===== src/rtl/calc_pkg.sv =====
// calc_pkg: shared operand width, arbiter FSM encoding and result error codes.
package calc_pkg;
  localparam int W = 4;
  typedef enum logic [1:0] {IDLE, ISSUE, WAIT, RESULT} state_t;
  localparam logic [1:0] ERR_OK = 2'b00;
  localparam logic [1:0] ERR_DZ = 2'b01;
  localparam logic [1:0] ERR_TO = 2'b10;
endpackage


===== src/rtl/div_share_arbiter_if.sv =====
// div_share_arbiter_if: requester, divider and result signals of the shared divider arbiter.
interface div_share_arbiter_if;
  import calc_pkg::*;
  logic [1:0] req;
  logic [W-1:0] a0, b0, a1, b1;
  logic [1:0] grant;
  logic busy;
  logic [W-1:0] div_a, div_b;
  logic div_start;
  logic div_done;
  logic [7:0] div_q;
  logic res_valid;
  logic res_id;
  logic [7:0] res_q;
  logic [1:0] res_err;
  modport slave (input req, a0, b0, a1, b1, div_done, div_q,
                 output grant, busy, div_a, div_b, div_start, res_valid, res_id, res_q, res_err);
  modport master (output req, a0, b0, a1, b1, div_done, div_q,
                  input grant, busy, div_a, div_b, div_start, res_valid, res_id, res_q, res_err);
endinterface


===== src/rtl/rr_arb2.sv =====
// rr_arb2: two-way round-robin pick; on contention the requester not served last wins.
module rr_arb2 (
  input  logic [1:0] i_req,
  input  logic       i_last,
  output logic [1:0] o_win
);
  always_comb o_win = (&i_req) ? (i_last ? 2'b01 : 2'b10) : (i_req[0] ? 2'b01 : {i_req[1], 1'b0});
endmodule


===== src/rtl/div_share_arbiter.sv =====
// div_share_arbiter: shares one signed divider between two requesters with timeout abort.
// Define DIV_ZERO_TRAP_EN to answer zero divisors with error 01 without using the divider.
module div_share_arbiter
  import calc_pkg::*;
#(
  parameter int TIMEOUT = 15
) (
  input logic clk,
  input logic rst,
  div_share_arbiter_if.slave bus
);
  localparam int CW = $clog2(TIMEOUT + 1);
  state_t r_state, w_next;
  logic r_ptr, r_id, r_res_id, w_id, w_trap, w_cap;
  logic [1:0] w_win, r_err;
  logic [W-1:0] r_a, r_b;
  logic [CW-1:0] r_cnt;
  logic [7:0] r_q;
  // r_ptr is the preferred requester; the arbiter wants the last-served one
  rr_arb2 u_rr (.i_req(bus.req), .i_last(~r_ptr), .o_win(w_win));
  assign w_id  = w_win[1];
  assign w_cap = r_state == IDLE && |bus.req;
`ifdef DIV_ZERO_TRAP_EN
  assign w_trap = r_b == '0;
`else
  assign w_trap = 1'b0;
`endif
  always_comb begin
    w_next = r_state;
    case (r_state)
      IDLE:    w_next = |bus.req ? ISSUE : IDLE;
      ISSUE:   w_next = w_trap ? RESULT : WAIT;
      WAIT:    w_next = (bus.div_done || r_cnt == CW'(TIMEOUT)) ? RESULT : WAIT;
      default: w_next = IDLE;
    endcase
    bus.grant     = (rst && r_state == IDLE) ? w_win : 2'b00;
    bus.div_start = rst && r_state == ISSUE && !w_trap;
    bus.res_valid = rst && r_state == RESULT;
    bus.busy      = rst && r_state != IDLE;
    bus.div_a     = r_a;
    bus.div_b     = r_b;
    bus.res_id    = r_res_id;
    bus.res_q     = r_q;
    bus.res_err   = r_err;
  end
  always_ff @(posedge clk) begin
    if (!rst) begin
      r_state  <= IDLE;
      r_ptr    <= 1'b0;
      r_id     <= 1'b0;
      r_res_id <= 1'b0;
      r_a      <= '0;
      r_b      <= '0;
      r_cnt    <= '0;
      r_q      <= '0;
      r_err    <= ERR_OK;
    end else begin
      r_state <= w_next;
      r_cnt   <= (r_state == WAIT) ? r_cnt + 1'b1 : '0;
      if (w_cap) begin
        r_id  <= w_id;
        r_ptr <= ~w_id;
        r_a   <= w_id ? bus.a1 : bus.a0;
        r_b   <= w_id ? bus.b1 : bus.b0;
      end
      if (r_state == ISSUE && w_trap) begin
        r_q      <= 8'hFF;
        r_err    <= ERR_DZ;
        r_res_id <= r_id;
      end
      if (r_state == WAIT && (bus.div_done || r_cnt == CW'(TIMEOUT))) begin
        r_q      <= bus.div_done ? bus.div_q : 8'h00;
        r_err    <= bus.div_done ? ERR_OK : ERR_TO;
        r_res_id <= r_id;
      end
    end
  end
endmodule


===== src/flat_wrapper.sv =====
// flat-port wrapper written by rule: the top's interface ports become plain ports
module div_share_arbiter_flat import calc_pkg::*;
#(
  parameter int TIMEOUT = 15
)
  (clk, rst, bus_req, bus_a0, bus_b0, bus_a1, bus_b1, bus_div_done, bus_div_q, bus_grant, bus_busy, bus_div_a, bus_div_b, bus_div_start, bus_res_valid, bus_res_id, bus_res_q, bus_res_err);
  div_share_arbiter_if bus_i ();
  input logic clk;
  input logic rst;
  input wire logic [$bits(bus_i.req)-1:0] bus_req;
  input wire logic [$bits(bus_i.a0)-1:0] bus_a0;
  input wire logic [$bits(bus_i.b0)-1:0] bus_b0;
  input wire logic [$bits(bus_i.a1)-1:0] bus_a1;
  input wire logic [$bits(bus_i.b1)-1:0] bus_b1;
  input wire logic [$bits(bus_i.div_done)-1:0] bus_div_done;
  input wire logic [$bits(bus_i.div_q)-1:0] bus_div_q;
  output wire logic [$bits(bus_i.grant)-1:0] bus_grant;
  output wire logic [$bits(bus_i.busy)-1:0] bus_busy;
  output wire logic [$bits(bus_i.div_a)-1:0] bus_div_a;
  output wire logic [$bits(bus_i.div_b)-1:0] bus_div_b;
  output wire logic [$bits(bus_i.div_start)-1:0] bus_div_start;
  output wire logic [$bits(bus_i.res_valid)-1:0] bus_res_valid;
  output wire logic [$bits(bus_i.res_id)-1:0] bus_res_id;
  output wire logic [$bits(bus_i.res_q)-1:0] bus_res_q;
  output wire logic [$bits(bus_i.res_err)-1:0] bus_res_err;
  assign bus_i.req = bus_req;
  assign bus_i.a0 = bus_a0;
  assign bus_i.b0 = bus_b0;
  assign bus_i.a1 = bus_a1;
  assign bus_i.b1 = bus_b1;
  assign bus_i.div_done = bus_div_done;
  assign bus_i.div_q = bus_div_q;
  assign bus_grant = bus_i.grant;
  assign bus_busy = bus_i.busy;
  assign bus_div_a = bus_i.div_a;
  assign bus_div_b = bus_i.div_b;
  assign bus_div_start = bus_i.div_start;
  assign bus_res_valid = bus_i.res_valid;
  assign bus_res_id = bus_i.res_id;
  assign bus_res_q = bus_i.res_q;
  assign bus_res_err = bus_i.res_err;
  div_share_arbiter #(.TIMEOUT(TIMEOUT)) u_core (.clk(clk), .rst(rst), .bus(bus_i));
endmodule

===== config.mk =====
export PLATFORM = sky130hd
export DESIGN_NAME = div_share_arbiter_flat
export DESIGN_NICKNAME = d
export VERILOG_FILES = /design/src/rtl/calc_pkg.sv /design/src/rtl/div_share_arbiter_if.sv /design/src/rtl/rr_arb2.sv /design/src/rtl/div_share_arbiter.sv /design/src/flat_wrapper.sv
export SDC_FILE = /design/constraint.sdc
export NUM_CORES = 1
export LEC_CHECK = 0
export ABC_AREA = 1
export CAP_MARGIN = 5
export CORE_AREA = 2 2 64 72
export DETAILED_ROUTE_END_ITERATION = 10
export DIE_AREA = 0 0 66 74
export DONT_BUFFER_PORTS = 1
export MAX_ROUTING_LAYER = met4
export PLACE_DENSITY = 0.51
export SLEW_MARGIN = 20
export SYNTH_ARGS = -nofsm -noshare
export SYNTH_HDL_FRONTEND = slang
export SYNTH_SLANG_ARGS = --single-unit

===== constraint.sdc =====
create_clock -name clk -period 2.2 [get_ports clk]
set_input_delay 0.44 -clock clk [delete_from_list [all_inputs] [get_ports clk]]
set_output_delay 0.44 -clock clk [all_outputs]
set_load 0.01 [all_outputs]

==> results of run 1 <==
-- cells by family after synthesis --
kind of cell / after synthesis / synth area share (%)
simple gates: 92 / 36.30
other cells: 1 / 0.3099
flops: 26 / 43.02
buf+inv: 25 / 8.892
compound gates: 14 / 6.309
fa+ha+maj: 5 / 5.171
-- flip-flops by register name, indices dropped and copies added (netlist names) --
name and count:
u_core.bus.res_q 8, u_core.bus.res_id 1, u_core.bus.div_a 4, u_core.bus.div_b 4, u_core.bus.res_err 1, u_core.r_ptr 1, u_core.r_cnt 4, u_core.r_state 2
u_core.r_id 1
-- path summary, 6_finish.rpt --
check / start / end / slack (ps)
setup / recovery: u_core.r_state[0] / bus_grant[0] / 410
hold reg to reg: u_core.r_cnt[0] / u_core.r_cnt[0] / 460
hold / removal: rst / u_core.r_state[1] / 270
setup reg to reg: u_core.r_state[0] / u_core.r_state[0] / 870
-- metal layers --
metal,vias to the layer above,share of wire (%),GRT usage (%)
met5,-,0,-
met4,0,1.5,6.803
li1,519,-,-
met3,2,6.6,2.723
met1,437,45,15.39
met2,29,47,19.53
-- synthesized netlist by cell type --
cell type,n,area share (%)
nand3_2,2,1.7
nor3_1,2,0.83
nand3_1,30,12
a21oi_1,12,5.0
conb_1,1,0.31
nand2_2,3,1.6
dfxtp_1,26,43
inv_2,3,0.93
nor2_1,6,1.9
clkinv_2,1,0.41
nor2_8,1,1.7
nand4_1,1,0.52
nand2_1,45,14
ha_1,5,5.2
o21ai_2,1,0.72
buf_2,1,0.41
inv_1,17,5.3
nand2_4,2,1.9
o21a_1,1,0.62
buf_4,3,1.9
-- through the flow --
step / util, % / std cells
after floorplan: - / 163
after global placement: 29.82 / 213
after detailed placement: 29.82 / 213
after CTS: 31.13 / 217
after global routing: 31.13 / 217
final: 31.13 / 217
-- layout make-up --
type,instances,area (µm²),area share [%]
Inverter,21,80.08,6.136
Tap cell,54,67.56,5.177
Clock buffer,4,55.05,4.219
Multi-Input combinational cell,112,581.8,44.58
Sequential cell,26,520.5,39.88
-- cells in the final DEF, fill, tap and decap left out --
master    count
a21oi_1      12
clkbuf_8      4
clkinv_2      1
conb_1        1
dfxtp_1      26
ha_1          5
inv_1        17
inv_2         3
nand2_1      45
nand2_2       3
nand2_4       2
nand3_1      30
nand3_2       2
nand4_1       1
nor2_1        6
nor2_8        1
nor3_1        2
o21a_1        1
o21ai_2       1
-- power breakdown --
part,switching [mW],internal (mW),leakage (nW)
logic,0.157,0.0783,0.393
registers,0.0541,0.523,0.212
clock network,0.148,0.160,0.0288
==> flow_metrics.py, run 1 <==
metrics = {
    "place": {
        "io_buffers": 0,
        "gp_congestion": 0.7929,
        "placed_cell_area_mm2": 0.001250,
        "dp_slack_ps": 695.2,
        "dpl.hpwl_um": 2132,
    },
    "timing": {
        "max_freq_ghz": 0.5587,
        "period_minus_slack_ps": 1790,
        "tightest_slew_ps": 507.8,
        "clock_skew_ps": 3.540,
        "setup_tns_ps": 0,
        "fin_crit_sh_pct": 81.36,
        "fin_hold_ws_ps": 266.9,
        "final_max_slew_viol_count": 0,
        "worst_slack_ps": 410.2,
        "max_slew_margin_pct": 66.11,
        "hold_viol_final": 0,
        "rsz0062_at_grt": "no",
        "setup_viol": 0,
    },
    "floorplan": {
        "num_rows": 25,
        "dieWidth_um": 66,
        "coreArea_mm2": 0.004192,
        "die_area_mm2": 0.004884,
        "start_util_pct": 28.87,
        "ios": 53,
        "die_h_um": 74,
    },
    "global_route": {
        "antenna_found_initial": 0,
        "grt_pass1_wl_um": 4574,
        "grt_overflow": 0,
        "grt_max_degree": 18,
        "gr-usage-all-layers_pct": 12.61,
        "first_global_vias": 932,
    },
    "pwr": {
        "power_density_mw_per_mm2": 858.8,
        "power_mw": 1.121,
        "p_leak_nw": 0.6334,
        "peakVddDrop_uv": 274.1,
    },
    "clock_network": {
        "cts_setup_buffers": 0,
        "insertion_delay_ps": 270,
        "numClockSinks": 26,
        "cts_buffers": 3,
        "cts_tree": "built",
        "postCtsResizedCells": 0,
        "cts-root-buf": "clkbuf_8",
        "ctsHoldBuffers": 0,
        "clk_pin_slew_worst_paths_ps": 90,
        "htree_levels": 1,
        "clockBufferDepth": 2,
    },
    "critical_path": {
        "criticalPathCategory": "flip-flop to primary output",
        "cp.depth": 6,
        "slowest_stage": "dfxtp_1",
        "cp_top_family": "flip-flops",
        "cp-end-kind": "primary output",
        "cp_data_required_time_ps": 1760,
        "critPathLaunchType": "flip-flop",
        "critPathMaxStageDelay_ps": 330,
        "crit_top_cell": "inv_2",
        "critical_path.cell_chain": "inv_1 -> ha_1 -> nand2_2 -> inv_2 -> nand3_2 -> inv_2",
        "path_max_fanout": 8,
        "reg2reg_depth": 8,
        "worstPathArrival_ps": 1350,
        "cp.buffers_inverters": 3,
    },
    "synthesis": {
        "synthCells": 163,
        "synth_area_per_cell_um2": 7.423,
        "ys_ff_latch": 26,
        "yosysSeqAreaShare_pct": 43.02,
        "ys_types": 20,
        "synth-warning-count": 0,
        "netlist_area_mm2": 0.001210,
        "syn_nets": 197,
    },
    "cells_and_area": {
        "antenna_cells": 0,
        "syn_to_final_growth_pct": 7.859,
        "drive_gt1_share_pct": 10.43,
        "num-nets-final": 198,
        "final_area_mm2": 0.001305,
        "n_fill_cell": 472,
    },
    "detailed_routing": {
        "wl_per_cell_um": 12.82,
        "wl_um": 2781,
        "dr.first_iter.drc_count": 13,
        "ant_nets": 0,
        "viasPerCell": 4.548,
        "routed-via-count": 987,
        "firstDrtPassIters": 4,
        "drc": 0,
    },
    "min_path": {
        "hold_class": "primary input to flip-flop",
        "whs_path_depth": 2,
    },
    "status": {
        "status": "completed",
    },
    "flow_run": {
        "drv_cap": 0,
    },
}
Power figures use the tool's default switching activity.
==> run 2: changes to the inputs <==
--- a/config.mk
+++ b/config.mk
@@ -12,7 +12,7 @@
 export DIE_AREA = 0 0 66 74
 export DONT_BUFFER_PORTS = 1
 export MAX_ROUTING_LAYER = met4
-export PLACE_DENSITY = 0.51
+export PLACE_DENSITY = 0.52
 export SLEW_MARGIN = 20
 export SYNTH_ARGS = -nofsm -noshare
 export SYNTH_HDL_FRONTEND = slang
==> constraint.sdc (replaced) <==
create_clock -name clk -period 1.55 [get_ports clk]
set_input_delay 0.31 -clock clk [delete_from_list [all_inputs] [get_ports clk]]
set_output_delay 0.31 -clock clk [all_outputs]
set_load 0.01 [all_outputs]
==> run 2 against run 1 <==
  * Sequential power up 43%
  * Die area unchanged
  * Clock power up 21%
  * Via count up 5.5%
  * Largest cell class unchanged
  * Highest routed layer unchanged
==> flow_metrics.py, run 2 (synthesis results as in run 1) <==
metrics = {
    "place": {
        "placed_cell_area_mm2": 0.001257,
        "gp_congestion": 0.8557,
        "dpl.hpwl_um": 2159,
        "io_buffers": 0,
        "post-place-cells": 214,
    },
    "pwr": {
        "p_leak_nw": 0.6540,
        "peakVddDrop_uv": 383.4,
        "power_density_mw_per_mm2": 1184,
    },
    "min_path": {
        "hold_start": "rst",
        "whs_path_depth": 2,
        "min_delay_worst_endpoint": "u_core.r_state[1]",
        "hold_class": "primary input to flip-flop",
    },
    "timing": {
        "final_max_slew_viol_count": 0,
        "hold_viol_final": 0,
        "fin_crit_sh_pct": 96.90,
        "rsz0062_at_grt": "yes",
        "max_freq_ghz": 0.6658,
        "setup_tns_ps": 0,
        "period_minus_slack_ps": 1502,
        "setup_viol": 0,
        "clock_skew_ps": 9.843,
    },
    "cells_and_area": {
        "num-nets-final": 202,
        "fin_cells": 220,
        "syn_to_final_growth_pct": 11.79,
        "drive_gt1_share_pct": 15.06,
        "final_area_mm2": 0.001353,
        "antenna_cells": 0,
        "layout_commonest_cell": "nand2_1",
        "final_cell_mix": "nand2_1 (45), nand3_1 (30), dfxtp_1 (24)",
        "largest_reg_flops": 8,
    },
    "clock_network": {
        "ctsHoldBuffers": 0,
        "clk_pin_slew_worst_paths_ps": 90,
        "htree_levels": 1,
        "clockBufferDepth": 2,
        "insertion_delay_ps": 270,
        "cts_tree": "built",
        "cts-root-buf": "clkbuf_8",
        "cts_buffers": 3,
        "numClockSinks": 26,
    },
    "critical_path": {
        "critPathMaxStageDelay_ps": 340,
        "critical_path.cell_chain": "inv_2 -> ha_4 -> nand2_4 -> clkinv_4 -> nand2_4 -> nor2_8",
        "critPathLaunchType": "flip-flop",
        "reg2reg_depth": 7,
        "cp_top_family": "flip-flops",
        "cp_data_required_time_ps": 1240,
        "path_max_fanout": 5,
        "timing.reg2reg.setup_slack_ps": 210,
        "worstPathArrival_ps": 1190,
        "r2r_start": "u_core.r_state[0]",
        "cp.buffers_inverters": 2,
        "reg2reg_to": "u_core.bus.res_q[6]",
        "slowest_stage": "dfxtp_2",
        "crit_top_cell": "nand2_4",
        "criticalPathCategory": "flip-flop to primary output",
        "cp-end-kind": "primary output",
    },
    "detailed_routing": {
        "wl_per_cell_um": 12.88,
        "ant_nets": 0,
        "routed-via-count": 1041,
        "viasPerCell": 4.732,
        "dr.first_iter.drc_count": 57,
        "wl_um": 2834,
        "firstDrtPassIters": 4,
        "drc": 0,
    },
    "global_route": {
        "grt_max_degree": 18,
        "antenna_found_initial": 0,
        "grt_pass1_wl_um": 4416,
        "first_global_vias": 924,
        "grt_overflow": 0,
        "gr-usage-all-layers_pct": 12.25,
    },
    "floorplan": {
        "start_util_pct": 28.87,
        "dieWidth_um": 66,
        "coreArea_mm2": 0.004192,
        "die_h_um": 74,
        "num_rows": 25,
        "ios": 53,
        "die_area_mm2": 0.004884,
    },
    "status": {
        "status": "completed",
    },
    "flow_run": {
        "drv_cap": 0,
    },
}
[run 2: changes by cell type in the layout (fill, tap and decap cells not counted), moves of 2 or more]
cell,change
dfxtp_2,+2
dfxtp_1,-2
buf_4,+4
nand2_4,+2
inv_1,-2
nand2_2,-2
[run 2: what timing repair did]
| item | in CTS | in global routing |
|---|---|---|
| gates cloned | 0 | 0 |
| endpoints found under the setup margin | 3 | 2 |
| buffers inserted | 0 | 3 |
| pin swaps | 2 | 3 |
| gates resized for setup | 9 | 1 |
[run 2: where the power goes]
| group | leakage (nW) | switching, mW | total [mW] | internal, mW |
|---|---|---|---|---|
| sequential | 0.213 | 0.0781 | 0.823 | 0.745 |
| combinational | 0.420 | 0.250 | 0.405 | 0.155 |
| clock | 0.0216 | 0.199 | 0.373 | 0.174 |
| total | 0.654 | 0.527 | 1.60 | 1.07 |
[run 2: cell type report]
cell class | instances | area, µm²
sequential | 26 | 523.0
inverter | 21 | 86.33
multi-input combinational | 112 | 604.3
fill | 489 | 2839
tap | 54 | 67.56
clock buffer | 3 | 41.29
timing repair buffer | 4 | 30.03
[run 2: how the worst max path moves through the flow]
stage	slack [ps]	endpoint	depth (start not counted)	from
global placement	200	bus_grant[1]	6	u_core.r_state[0]
finish	50	bus_grant[1]	6	u_core.r_state[0]
floorplan	260	bus_grant[1]	6	u_core.r_state[0]
global route	-10	bus_grant[1]	6	u_core.r_state[0]
detailed placement	160	bus_grant[0]	6	u_core.r_state[0]
CTS	1	bus_grant[0]	6	u_core.r_state[1]
[run 2: through the flow]
step / hold slack, ps / power (mW) / worst slack [ps] / util (%)
final: 141.1 / 1.602 / 48.00 / 32.27
after detailed placement: 417.5 / 1.180 / 159.8 / 30.00
after global routing: 137.2 / 1.696 / -11.62 / 32.27
after global placement: 407.9 / 1.177 / 203.2 / 30.00
after floorplan: 417.5 / 1.109 / 259.1 / -
after CTS: 134.2 / 1.596 / 0.9610 / 31.61
[run 2: per-layer routing]
metal  part of all wire (%)  vias up  global-route usage [%]
li1                       -      528                       -
met4                    1.6        0                   4.762
met5                      0        -                       -
met1                     43      480                   14.34
met2                     50       29                   20.31
met3                    5.3        4                   3.026
==> run 3: changes to the inputs <==
--- a/config.mk
+++ b/config.mk
@@ -11,6 +11,7 @@
 export DETAILED_ROUTE_END_ITERATION = 10
 export DIE_AREA = 0 0 66 74
 export DONT_BUFFER_PORTS = 1
+export GPL_TIMING_DRIVEN = 0
 export MAX_ROUTING_LAYER = met4
 export PLACE_DENSITY = 0.52
 export SLEW_MARGIN = 20
==> run 3 against run 2 <==
  * Non-clock buffer count increased by 7
  * Global-route usage increased by 0.58 points
  * Wire length increased by 1.2%
  * Largest power group unchanged
==> flow_metrics.py, run 3 (synthesis results as in run 1) <==
metrics = {
    "timing": {
        "clock_skew_ps": 2.198,
        "fin_hold_ws_ps": 137.3,
        "fin_crit_sh_pct": 97.33,
        "worst_slack_ps": 41.46,
        "max_freq_ghz": 0.6629,
        "rsz0062_at_grt": "yes",
        "period_minus_slack_ps": 1509,
        "setup_viol": 0,
        "final_max_slew_viol_count": 0,
        "hold_viol_final": 0,
    },
    "min_path": {
        "whs_path_depth": 2,
        "hold_class": "primary input to flip-flop",
        "hold_start": "bus_b1[1]",
        "min_delay_worst_endpoint": "u_core.bus.div_b[1]",
    },
    "clock_network": {
        "clockBufferDepth": 2,
        "cts_buffers": 3,
        "numClockSinks": 26,
        "clk_pin_slew_worst_paths_ps": 100,
        "ctsHoldBuffers": 0,
        "cts_tree": "built",
        "cts-root-buf": "clkbuf_8",
        "insertion_delay_ps": 280,
        "htree_levels": 1,
    },
    "cells_and_area": {
        "fin_cells": 228,
        "largest_reg_flops": 8,
        "n_fill_cell": 462,
        "antenna_cells": 0,
        "seq_area_um2": 523.0,
        "num-nets-final": 209,
        "syn_to_final_growth_pct": 19.86,
        "final_area_mm2": 0.001450,
        "final_cell_mix": "nand2_1 (45), nand3_1 (30), dfxtp_1 (24)",
        "multi_input_area_um2": 619.3,
        "drive_gt1_share_pct": 19.54,
        "layout_commonest_cell": "nand2_1",
        "fin_util_pct": 34.60,
    },
    "critical_path": {
        "r2r_start": "u_core.r_state[0]",
        "critical_path.cell_chain": "inv_2 -> ha_4 -> nand2_4 -> clkinv_4 -> nand2_4 -> nor2_8",
        "cp_data_required_time_ps": 1240,
        "crit_top_cell": "nand2_4",
        "reg2reg_depth": 9,
        "path_max_fanout": 5,
        "worstPathArrival_ps": 1200,
        "reg2reg_to": "u_core.r_state[0]",
        "critPathLaunchType": "flip-flop",
        "cp-end-kind": "primary output",
        "timing.reg2reg.setup_slack_ps": 180,
        "criticalPathCategory": "flip-flop to primary output",
        "critPathMaxStageDelay_ps": 340,
        "slowest_stage": "dfxtp_2",
    },
    "floorplan": {
        "start_util_pct": 28.87,
        "coreArea_mm2": 0.004192,
        "ios": 53,
        "die_area_mm2": 0.004884,
        "num_rows": 25,
        "die_h_um": 74,
        "dieWidth_um": 66,
    },
    "place": {
        "io_buffers": 0,
        "dp_slack_ps": 98.78,
        "dpl.hpwl_um": 2087,
        "gp_congestion": 0.7575,
        "placed_cell_area_mm2": 0.001277,
        "post-place-cells": 217,
    },
    "pwr": {
        "power_density_mw_per_mm2": 1288,
        "peakVddDrop_uv": 415.9,
        "p_leak_nw": 0.7176,
    },
    "detailed_routing": {
        "wl_um": 2867,
        "ant_nets": 0,
        "routed-via-count": 1040,
        "viasPerCell": 4.561,
        "wl_per_cell_um": 12.57,
        "drc": 0,
        "firstDrtPassIters": 4,
        "dr.first_iter.drc_count": 40,
    },
    "global_route": {
        "grt_max_degree": 16,
        "gr-usage-all-layers_pct": 12.83,
        "first_global_vias": 1002,
        "grt_overflow": 0,
        "grt_pass1_wl_um": 4671,
        "antenna_found_initial": 0,
    },
    "flow_run": {
        "drv_cap": 0,
    },
    "status": {
        "status": "completed",
    },
}
## run 3: changes by cell type in the layout (fill, tap and decap cells not counted)
| cell | previous run | this run |
|---|---|---|
| nand2_4 | 4 | 5 |
| inv_4 | 1 | 2 |
| nor2_1 | 6 | 5 |
| bufinv_16 | 0 | 1 |
| buf_4 | 4 | 10 |
| nand3_4 | 0 | 1 |
| nand2_2 | 1 | 0 |
| inv_2 | 4 | 3 |
| nor2_2 | 0 | 1 |
| nand3_2 | 2 | 1 |
| buf_2 | 0 | 1 |
## run 3: per-stage QoR
stage	power, mW	setup TNS, ps
3_3_place_gp	1.189	0
2_1_floorplan	1.109	0
6_report	1.868	0
4_1_cts	1.856	0
3_5_place_dp	1.192	0
5_1_grt	1.979	-42.65
## run 3: final cells by class
class                   instances  area share, %
well taps                      54          4.659
flip-flops and latches         26          36.07
clock buffers                   3          2.847
plain buffers                   4          1.898
clock inverters                 1          2.071
repair buffers                  7          3.624
multi-input cells             112          42.71
inverters                      21          6.126
## run 3: metal layers
layer / GRT usage [%] / routed length, µm / up-vias
met5: - / 0 / -
met3: 2.421 / 144 / 5
met2: 19.87 / 1416 / 25
met4: 6.803 / 64 / 0
met1: 15.89 / 1241 / 464
li1: - / - / 546
## run 3: worst max-delay path: cells and delay by family (launching register included)
family,cells,cell delay [ps]
flops,1,340
simple gates,3,260
fa+ha+maj,1,180
buf+inv,2,130
## run 3: what timing repair did
action | in CTS | in global routing
resized for setup | 9 | 5
hold endpoints to repair | 0 | 0
buffers inserted | 5 | 2
pin swaps | 2 | 4
endpoints found under the setup margin | 3 | 3
cloned | 0 | 0
## run 3: report_power, final
part / total [mW] / switching (mW) / internal (mW) / leakage (nW)
Sequential: 0.818 / 0.0731 / 0.745 / 0.213
Clock: 0.582 / 0.236 / 0.346 / 0.0357
Combinational: 0.468 / 0.276 / 0.192 / 0.469
Total: 1.87 / 0.585 / 1.28 / 0.718
## run 3: how the worst max path moves through the flow
| stage | cells after the start | endpoint | start | slack [ps] |
|---|---|---|---|---|
| 2_1_floorplan | 6 | bus_grant[1] | u_core.r_state[0] | 260 |
| 3_3_place_gp | 6 | bus_grant[0] | u_core.r_state[0] | 100 |
| 3_5_place_dp | 6 | bus_grant[0] | u_core.r_state[0] | 100 |
| 4_1_cts | 6 | bus_grant[1] | u_core.r_state[0] | 20 |
| 5_1_grt | 6 | bus_grant[1] | u_core.r_state[0] | -40 |
| 6_report | 6 | bus_grant[1] | u_core.r_state[0] | 40 |
